### config.mk
export PLATFORM = sky130hd
export DESIGN_NAME = npc_pc_unit_flat
export DESIGN_NICKNAME = d
export VERILOG_FILES = /design/src/rtl/npc_pc_unit_if.sv /design/src/rtl/npc_pc_unit.sv /design/src/flat_wrapper.sv
export SDC_FILE = /design/constraint.sdc
export NUM_CORES = 1
export LEC_CHECK = 0
export CAP_MARGIN = 20
export CORE_ASPECT_RATIO = 1.75
export CORE_MARGIN = 1.5
export CORE_UTILIZATION = 45
export CTS_BUF_LIST = sky130_fd_sc_hd__clkbuf_2 sky130_fd_sc_hd__clkbuf_4 sky130_fd_sc_hd__clkbuf_8
export DETAILED_ROUTE_END_ITERATION = 8
export GPL_ROUTABILITY_DRIVEN = 0
export GPL_TIMING_DRIVEN = 0
export PLACE_DENSITY = 0.92
export SETUP_SLACK_MARGIN = 0.15
export SLEW_MARGIN = 10
export SYNTH_ARGS = -nofsm -noshare
export SYNTH_HDL_FRONTEND = slang
export SYNTH_SLANG_ARGS = --single-unit
### constraint.sdc
create_clock -name clk -period 5.3 [get_ports clk]
set_input_delay 1.06 -clock clk [delete_from_list [all_inputs] [get_ports clk]]
set_output_delay 1.06 -clock clk [all_outputs]
set_load 0.03 [all_outputs]
### src/rtl/npc_pc_unit_if.sv
// npc_pc_unit_if: IF/ID-side bus of the PC unit.
//   master (hazard unit / ID stage): drives stall, NPCOp, PC4_D, Instr_D, RS_D, Equal.
//   slave  (npc_pc_unit): drives PC, PC4, PC8_D, Taken_D, PCOutOfRange
//   and, with NPC_ALIGN_CHECK_EN defined, AdEL_F.
interface npc_pc_unit_if;
   logic        stall;
   logic [2:0]  NPCOp;
   logic [31:0] PC4_D;
   logic [25:0] Instr_D;
   logic [31:0] RS_D;
   logic        Equal;
   logic [31:0] PC;
   logic [31:0] PC4;
   logic [31:0] PC8_D;
   logic        Taken_D;
   logic        PCOutOfRange;
`ifdef NPC_ALIGN_CHECK_EN
   logic        AdEL_F;
   modport master (output stall, NPCOp, PC4_D, Instr_D, RS_D, Equal,
                   input PC, PC4, PC8_D, Taken_D, PCOutOfRange, AdEL_F);
   modport slave (input stall, NPCOp, PC4_D, Instr_D, RS_D, Equal,
                  output PC, PC4, PC8_D, Taken_D, PCOutOfRange, AdEL_F);
`else
   modport master (output stall, NPCOp, PC4_D, Instr_D, RS_D, Equal,
                   input PC, PC4, PC8_D, Taken_D, PCOutOfRange);
   modport slave (input stall, NPCOp, PC4_D, Instr_D, RS_D, Equal,
                  output PC, PC4, PC8_D, Taken_D, PCOutOfRange);
`endif
endinterface

### src/rtl/npc_pc_unit.sv
// npc_pc_unit: IF-stage PC register with ID-stage next-PC resolution (one delay slot).
//   clk, reset (async, active-high) plain ports; everything else on bus (slave modport).
//   Inputs: stall, NPCOp (0 seq,1 beq,2 bne,3 j/jal,4 jr/jalr,5-7 seq), PC4_D, Instr_D, RS_D, Equal.
//   Outputs: PC, PC4, PC8_D (link), Taken_D, PCOutOfRange.
//   Optional macro NPC_ALIGN_CHECK_EN adds AdEL_F (fetch address misaligned).
module npc_pc_unit #(
   parameter logic [31:0] PC_RESET = 32'h0000_3000,
   parameter logic [31:0] IM_BASE  = 32'h0000_3000,
   parameter logic [31:0] IM_WORDS = 32'd4096
) (
   input logic          clk,
   input logic          reset,
   npc_pc_unit_if.slave bus
);
   localparam logic [31:0] IM_LAST = IM_BASE + (IM_WORDS << 2) - 32'd4;
   logic [31:0] pc_q, pc_plus4, br_target, j_target, npc;
   logic        br_taken;
   assign pc_plus4  = pc_q + 32'd4;
   assign br_target = bus.PC4_D + {{14{bus.Instr_D[15]}}, bus.Instr_D[15:0], 2'b00};
   assign j_target  = {bus.PC4_D[31:28], bus.Instr_D, 2'b00};
   assign br_taken  = (bus.NPCOp == 3'd1 && bus.Equal) || (bus.NPCOp == 3'd2 && !bus.Equal);
   // Taken_D reflects the selection, not whether the target differs from PC+4.
   assign bus.Taken_D = br_taken || bus.NPCOp == 3'd3 || bus.NPCOp == 3'd4;
   assign npc = bus.NPCOp == 3'd3 ? j_target :
                bus.NPCOp == 3'd4 ? bus.RS_D :
                br_taken          ? br_target : pc_plus4;
   // A stalled branch simply re-evaluates next cycle; nothing is latched, so reset drops it.
   always_ff @(posedge clk or posedge reset)
      if (reset) pc_q <= PC_RESET;
      else if (!bus.stall) pc_q <= npc;
   assign bus.PC           = pc_q;
   assign bus.PC4          = pc_plus4;
   assign bus.PC8_D        = bus.PC4_D + 32'd4;
   assign bus.PCOutOfRange = pc_q < IM_BASE || pc_q > IM_LAST;
`ifdef NPC_ALIGN_CHECK_EN
   assign bus.AdEL_F = |pc_q[1:0];
`endif
endmodule

### src/flat_wrapper.sv
// flat-port wrapper written by rule: the top's interface ports become plain ports
module npc_pc_unit_flat 
#(
   parameter logic [31:0] PC_RESET = 32'h0000_3000,
   parameter logic [31:0] IM_BASE  = 32'h0000_3000,
   parameter logic [31:0] IM_WORDS = 32'd4096
)
  (clk, reset, bus_stall, bus_NPCOp, bus_PC4_D, bus_Instr_D, bus_RS_D, bus_Equal, bus_PC, bus_PC4, bus_PC8_D, bus_Taken_D, bus_PCOutOfRange);
  npc_pc_unit_if bus_i ();
  input logic clk;
  input logic reset;
  input wire logic [$bits(bus_i.stall)-1:0] bus_stall;
  input wire logic [$bits(bus_i.NPCOp)-1:0] bus_NPCOp;
  input wire logic [$bits(bus_i.PC4_D)-1:0] bus_PC4_D;
  input wire logic [$bits(bus_i.Instr_D)-1:0] bus_Instr_D;
  input wire logic [$bits(bus_i.RS_D)-1:0] bus_RS_D;
  input wire logic [$bits(bus_i.Equal)-1:0] bus_Equal;
  output wire logic [$bits(bus_i.PC)-1:0] bus_PC;
  output wire logic [$bits(bus_i.PC4)-1:0] bus_PC4;
  output wire logic [$bits(bus_i.PC8_D)-1:0] bus_PC8_D;
  output wire logic [$bits(bus_i.Taken_D)-1:0] bus_Taken_D;
  output wire logic [$bits(bus_i.PCOutOfRange)-1:0] bus_PCOutOfRange;
  assign bus_i.stall = bus_stall;
  assign bus_i.NPCOp = bus_NPCOp;
  assign bus_i.PC4_D = bus_PC4_D;
  assign bus_i.Instr_D = bus_Instr_D;
  assign bus_i.RS_D = bus_RS_D;
  assign bus_i.Equal = bus_Equal;
  assign bus_PC = bus_i.PC;
  assign bus_PC4 = bus_i.PC4;
  assign bus_PC8_D = bus_i.PC8_D;
  assign bus_Taken_D = bus_i.Taken_D;
  assign bus_PCOutOfRange = bus_i.PCOutOfRange;
  npc_pc_unit #(.PC_RESET(PC_RESET), .IM_BASE(IM_BASE), .IM_WORDS(IM_WORDS)) u_core (.clk(clk), .reset(reset), .bus(bus_i));
endmodule
; ---- Word-level counts from Yosys, hierarchy flattened
; Cells that the tools add are included.
[totals]
output_inout_bits = 98
register_bits = 32
input_bits = 97
wordCells = 20
[op_classes]
n_reduce_logical = 7
n_mux = 3
add_sub_neg = 3
eq_ne = 4
magnitude_cmp = 2
[op_table]
columns = cell, n
row1 = 2-to-1 mux 32 bit, 3
row2 = "adder 32 x 3 -> 32 bit, second input constant", 2
row3 = adder 32 bit, 1
row4 = "> comparator 32 x 15 -> 1 bit, second input constant", 1
row5 = "< comparator 32 x 14 -> 1 bit, second input constant", 1
row6 = "== test 3 x 2 -> 1 bit, second input constant", 2
row7 = logical OR 1 bit, 4
row8 = "== test 3 x 1 -> 1 bit, second input constant", 1
row9 = "== test 3 bit, second input constant", 1
row10 = logical AND 1 bit, 2
row11 = zero test 1 bit, 1

; ---- Longest topological paths before layout
[depth]
depth_word = 6
depth_mapped = 10
mapped_depth_nobuf = 10

; ---- Least setup slack after synthesis
; OpenSTA, ideal clock, no wires.
[synth_path]
kind = input port to output port
startpoint = input port bus_PC4_D[2]
endpoint = output port bus_PC8_D[28]
required_ps = 4240
n_path_buf = 0
cell_stages = 8
path_slack_ps = 1401
t_arrival_ps = 2839
cell_sequence = ha_1 > nand2_1 > nor3_1 > and3_1 > nand4_1 > or2_2 > nor2_1 > xor2_1
[synth_between]
elab_chain_cells = 1
[synth_rtl]
columns = item, line_no
row1 = "start, declared", flat_wrapper.sv:14  ; input wire logic [$bits(bus_i.PC4_D)-1:0] bus_PC4_D;
row2 = adder 32 x 3 -> 32 bit, npc_pc_unit.sv:33  ; assign bus.PC8_D = bus.PC4_D + 32'd4;
row3 = "end, declared", flat_wrapper.sv:20  ; output wire logic [$bits(bus_i.PC8_D)-1:0] bus_PC8_D;
; No other way between the ends.

; ---- Worst setup path in the final report
[layout_path]
startpoint = input port bus_PC4_D[9]
endpoint = output port bus_PC8_D[29]
; Same word-level chain as after synthesis.

==> flow_summary_export.csv <==
group,metric,value,unit
worst_setup_path,arrival,3950,ps
sta,worst_slew_pin_slew,711,ps
synthesis,synth_top_cell_by_area,"dfrtp_1",
worst_setup_path,r2r_cells,9,
place,dp_hpwl,15.2,mm
synthesis,synth_ff_type,"dfrtp_1",
floorplanning,core-area,10400,um^2
cts,htree_levels,2,
outcome,status,"completed",
sta,min_period,5010,ps
place,placed_area,6890,um^2
worst_setup_path,critical_path_class,"input pin to primary output",
synthesis,yosysWarnings,0,
place,dp_slack,84.3,ps
floorplanning,die_area,11300,um^2
sta,hold_violations,0,
cts,cts_tree,"built",
hold_path,min_from,"u_core.bus.PC[6]$_DFFE_PP0N_",
synthesis,synth-async-reset-ratio,100,%
worst_setup_path,r2r-start,"u_core.bus.PC[2]$_DFFE_PP0N_",
synthesis,ys_seq_area_share,16.7,%
final_layout,final_nets,1002,
cts,clock_sinks,32,
sta,fmax,0.200,GHz
synthesis,synth_seq_cells,32,
sta,finalSetupTns,0,ps
worst_setup_path,cp_max_fo,6,
pwr,power,1.64,mW
run,cap_violations,0,
hold_path,min-delay-path-class,"register to register",
synthesis,synth-edff-count,0,
sta,relSlewSlack,52.6,%
floorplanning,ios,195,
global_route,gr-total-overflow,0,
synthesis,avgSynthCellArea,7.13,um^2
route,drtPass1Iterations,9,
floorplanning,row_count,49,
global_route,track_usage,33.2,%
final_layout,largest_reg_flops,32,
pwr,ir_drop,230,uV
floorplanning,die_w,81.1,um
final_layout,utilization,67.5,%
route,totalWireLength,18.9,mm
route,drt_iter0_markers,786,
synthesis,yosysMostFrequentCell,"nand2_1",
place,placed_cells,993,
synthesis,yosys-top-cells-count,"nand2_1, nor2_1, a21oi_1",
worst_setup_path,required,4240,ps
route,drc,0,
final_layout,drive_gt1_share,4.70,%
floorplanning,die-height,140,um
sta,holdWs,582,ps
synthesis,synthCells,673,
global_route,grt_pass1_vias,6130,
sta,rsz0062_at_grt,"true",
sta,setup_viol,0,
pwr,leakagePower,2.73,nW
worst_setup_path,r2r-end,"u_core.bus.PC[30]$_DFFE_PP0N_",
global_route,grt_pass1_wl,29.5,mm
synthesis,synth.distinct_cells,67,
hold_path,whs_path_depth,2,
sta,fin_ws,294,ps
cts,root_buffer,"clkbuf_8",
final_layout,final_cells,1001,
synthesis,synth.area.top_cells,"dfrtp_1, xnor2_1, ha_1",
cts,cts.path.max_buffers,2,
sta,period_share,94.4,%
pwr,power_density,234,nW/um^2
cts,hold_buffers,0,
final_layout,area_delta_synth_final,45.7,%
sta,fin_skew,7.40,ps
route,ant_nets,0,
route,wl_per_cell,18.9,um
final_layout,stdcell_area,7000,um^2
cts,path_clk_slew,70,ps
synthesis,yosysTopAreaCellShare,15.6,%
synthesis,syn_nets,802,
worst_setup_path,r2r_setup_slack,2260,ps
cts,clkLatencyLatePin,300,ps
place,port_buffers,193,
hold_path,holdPathEnd,"u_core.bus.PC[6]$_DFFE_PP0N_",
synthesis,synth_area,4800,um^2
global_route,antenna_found_initial,1,
route,vias_per_cell,6.35,
sta,maxSlewViolCount,0,
cts,cts_buffers,5,
route,vias,6355,
worst_setup_path,cp-start-kind,"input pin",
global_route,grt_max_degree,33,
floorplanning,initial_utilization,46.3,%
worst_setup_path,end_kind,"primary output",
## worst max-delay path, cell delays in order
cell	delay, ps
clkdlybuf4s50_1	630
nand4_1	200
nor3_2	330
and3_1	200
clkbuf_1	210
nand4_1	140
nor2_1	230
nand2_1	100
xnor2_1	150
clkdlybuf4s50_1	690
## worst max-delay path by stage
stage            startpoint            end  slack, ps  cells past startpoint
6_report       bus_PC4_D[9]  bus_PC8_D[29]        290                     10
5_1_grt        bus_PC4_D[3]  bus_PC8_D[29]         50                     10
4_1_cts        bus_PC4_D[3]  bus_PC8_D[28]        200                     10
3_5_place_dp   bus_PC4_D[3]  bus_PC8_D[28]         80                     10
3_3_place_gp   bus_PC4_D[9]  bus_PC8_D[31]        110                     10
2_1_floorplan  bus_PC4_D[2]  bus_PC8_D[28]       1400                      8
## layout by cell type (no fill, tap or decap), types with 4 or more instances in the layout
cell	n
o22ai_1	6
dfrtp_1	30
a21oi_1	63
xnor2_1	48
buf_2	6
nand2_1	100
nor2_1	72
o221ai_1	8
nand3_1	27
nor2b_1	4
dlymetal6s2s_1	4
o21bai_1	4
clkdlybuf4s50_1	189
a31oi_1	7
a211oi_1	6
nor3b_1	5
and2_1	5
o21a_1	4
ha_1	31
clkbuf_8	5
o31ai_1	4
o211ai_1	15
nand4_1	18
xor2_1	26
a21o_1	11
and3_1	11
inv_1	10
clkbuf_1	23
nor3_1	12
o21ai_0	34
nand2b_1	5
nor4_1	6
buf_4	5
## layout make-up
| type | instances | area, um^2 |
|---|---|---|
| diodes | 1 | 2.50 |
| plain buffers | 37 | 173 |
| multi-input cells | 593 | 3790 |
| fillers | 848 | 3370 |
| flip-flops and latches | 32 | 803 |
| inverters | 11 | 41.3 |
| repair buffers | 193 | 1940 |
| well taps | 127 | 159 |
| clock inverters | 1 | 5.00 |
| clock buffers | 6 | 76.3 |
## logic make-up after synthesis
kind of cell             count (synthesis)  share of synthesized area (%)
AND/OR/NAND/NOR                        288                           29.1
AO/OA/AOI/OAI                          196                           26.8
XOR/XNOR                                76                           14.2
buffers and inverters                   48                           4.46
adder cells (fa/ha/maj)                 32                           8.50
flip-flops                              32                           16.7
multiplexers                             1                          0.209
## power by group
group / internal [mW] / switching, mW
registers: 0.294 / 0.0881
logic: 0.450 / 0.614
clock network: 0.0945 / 0.0998
total: 0.838 / 0.802
## routing by layer
metal,wire length [um],vias up,track usage (%)
met5,0,-,0
met4,1590,0,24.5
met2,9140,503,55.9
met3,1820,132,5.44
li1,-,2870,-
met1,6390,2850,35.9
## repair_timing
action,CTS,global route
buffers inserted,0,0
resized for setup,2,4
setup endpoints to repair,4,5
Power figures use the tool's default switching activity.
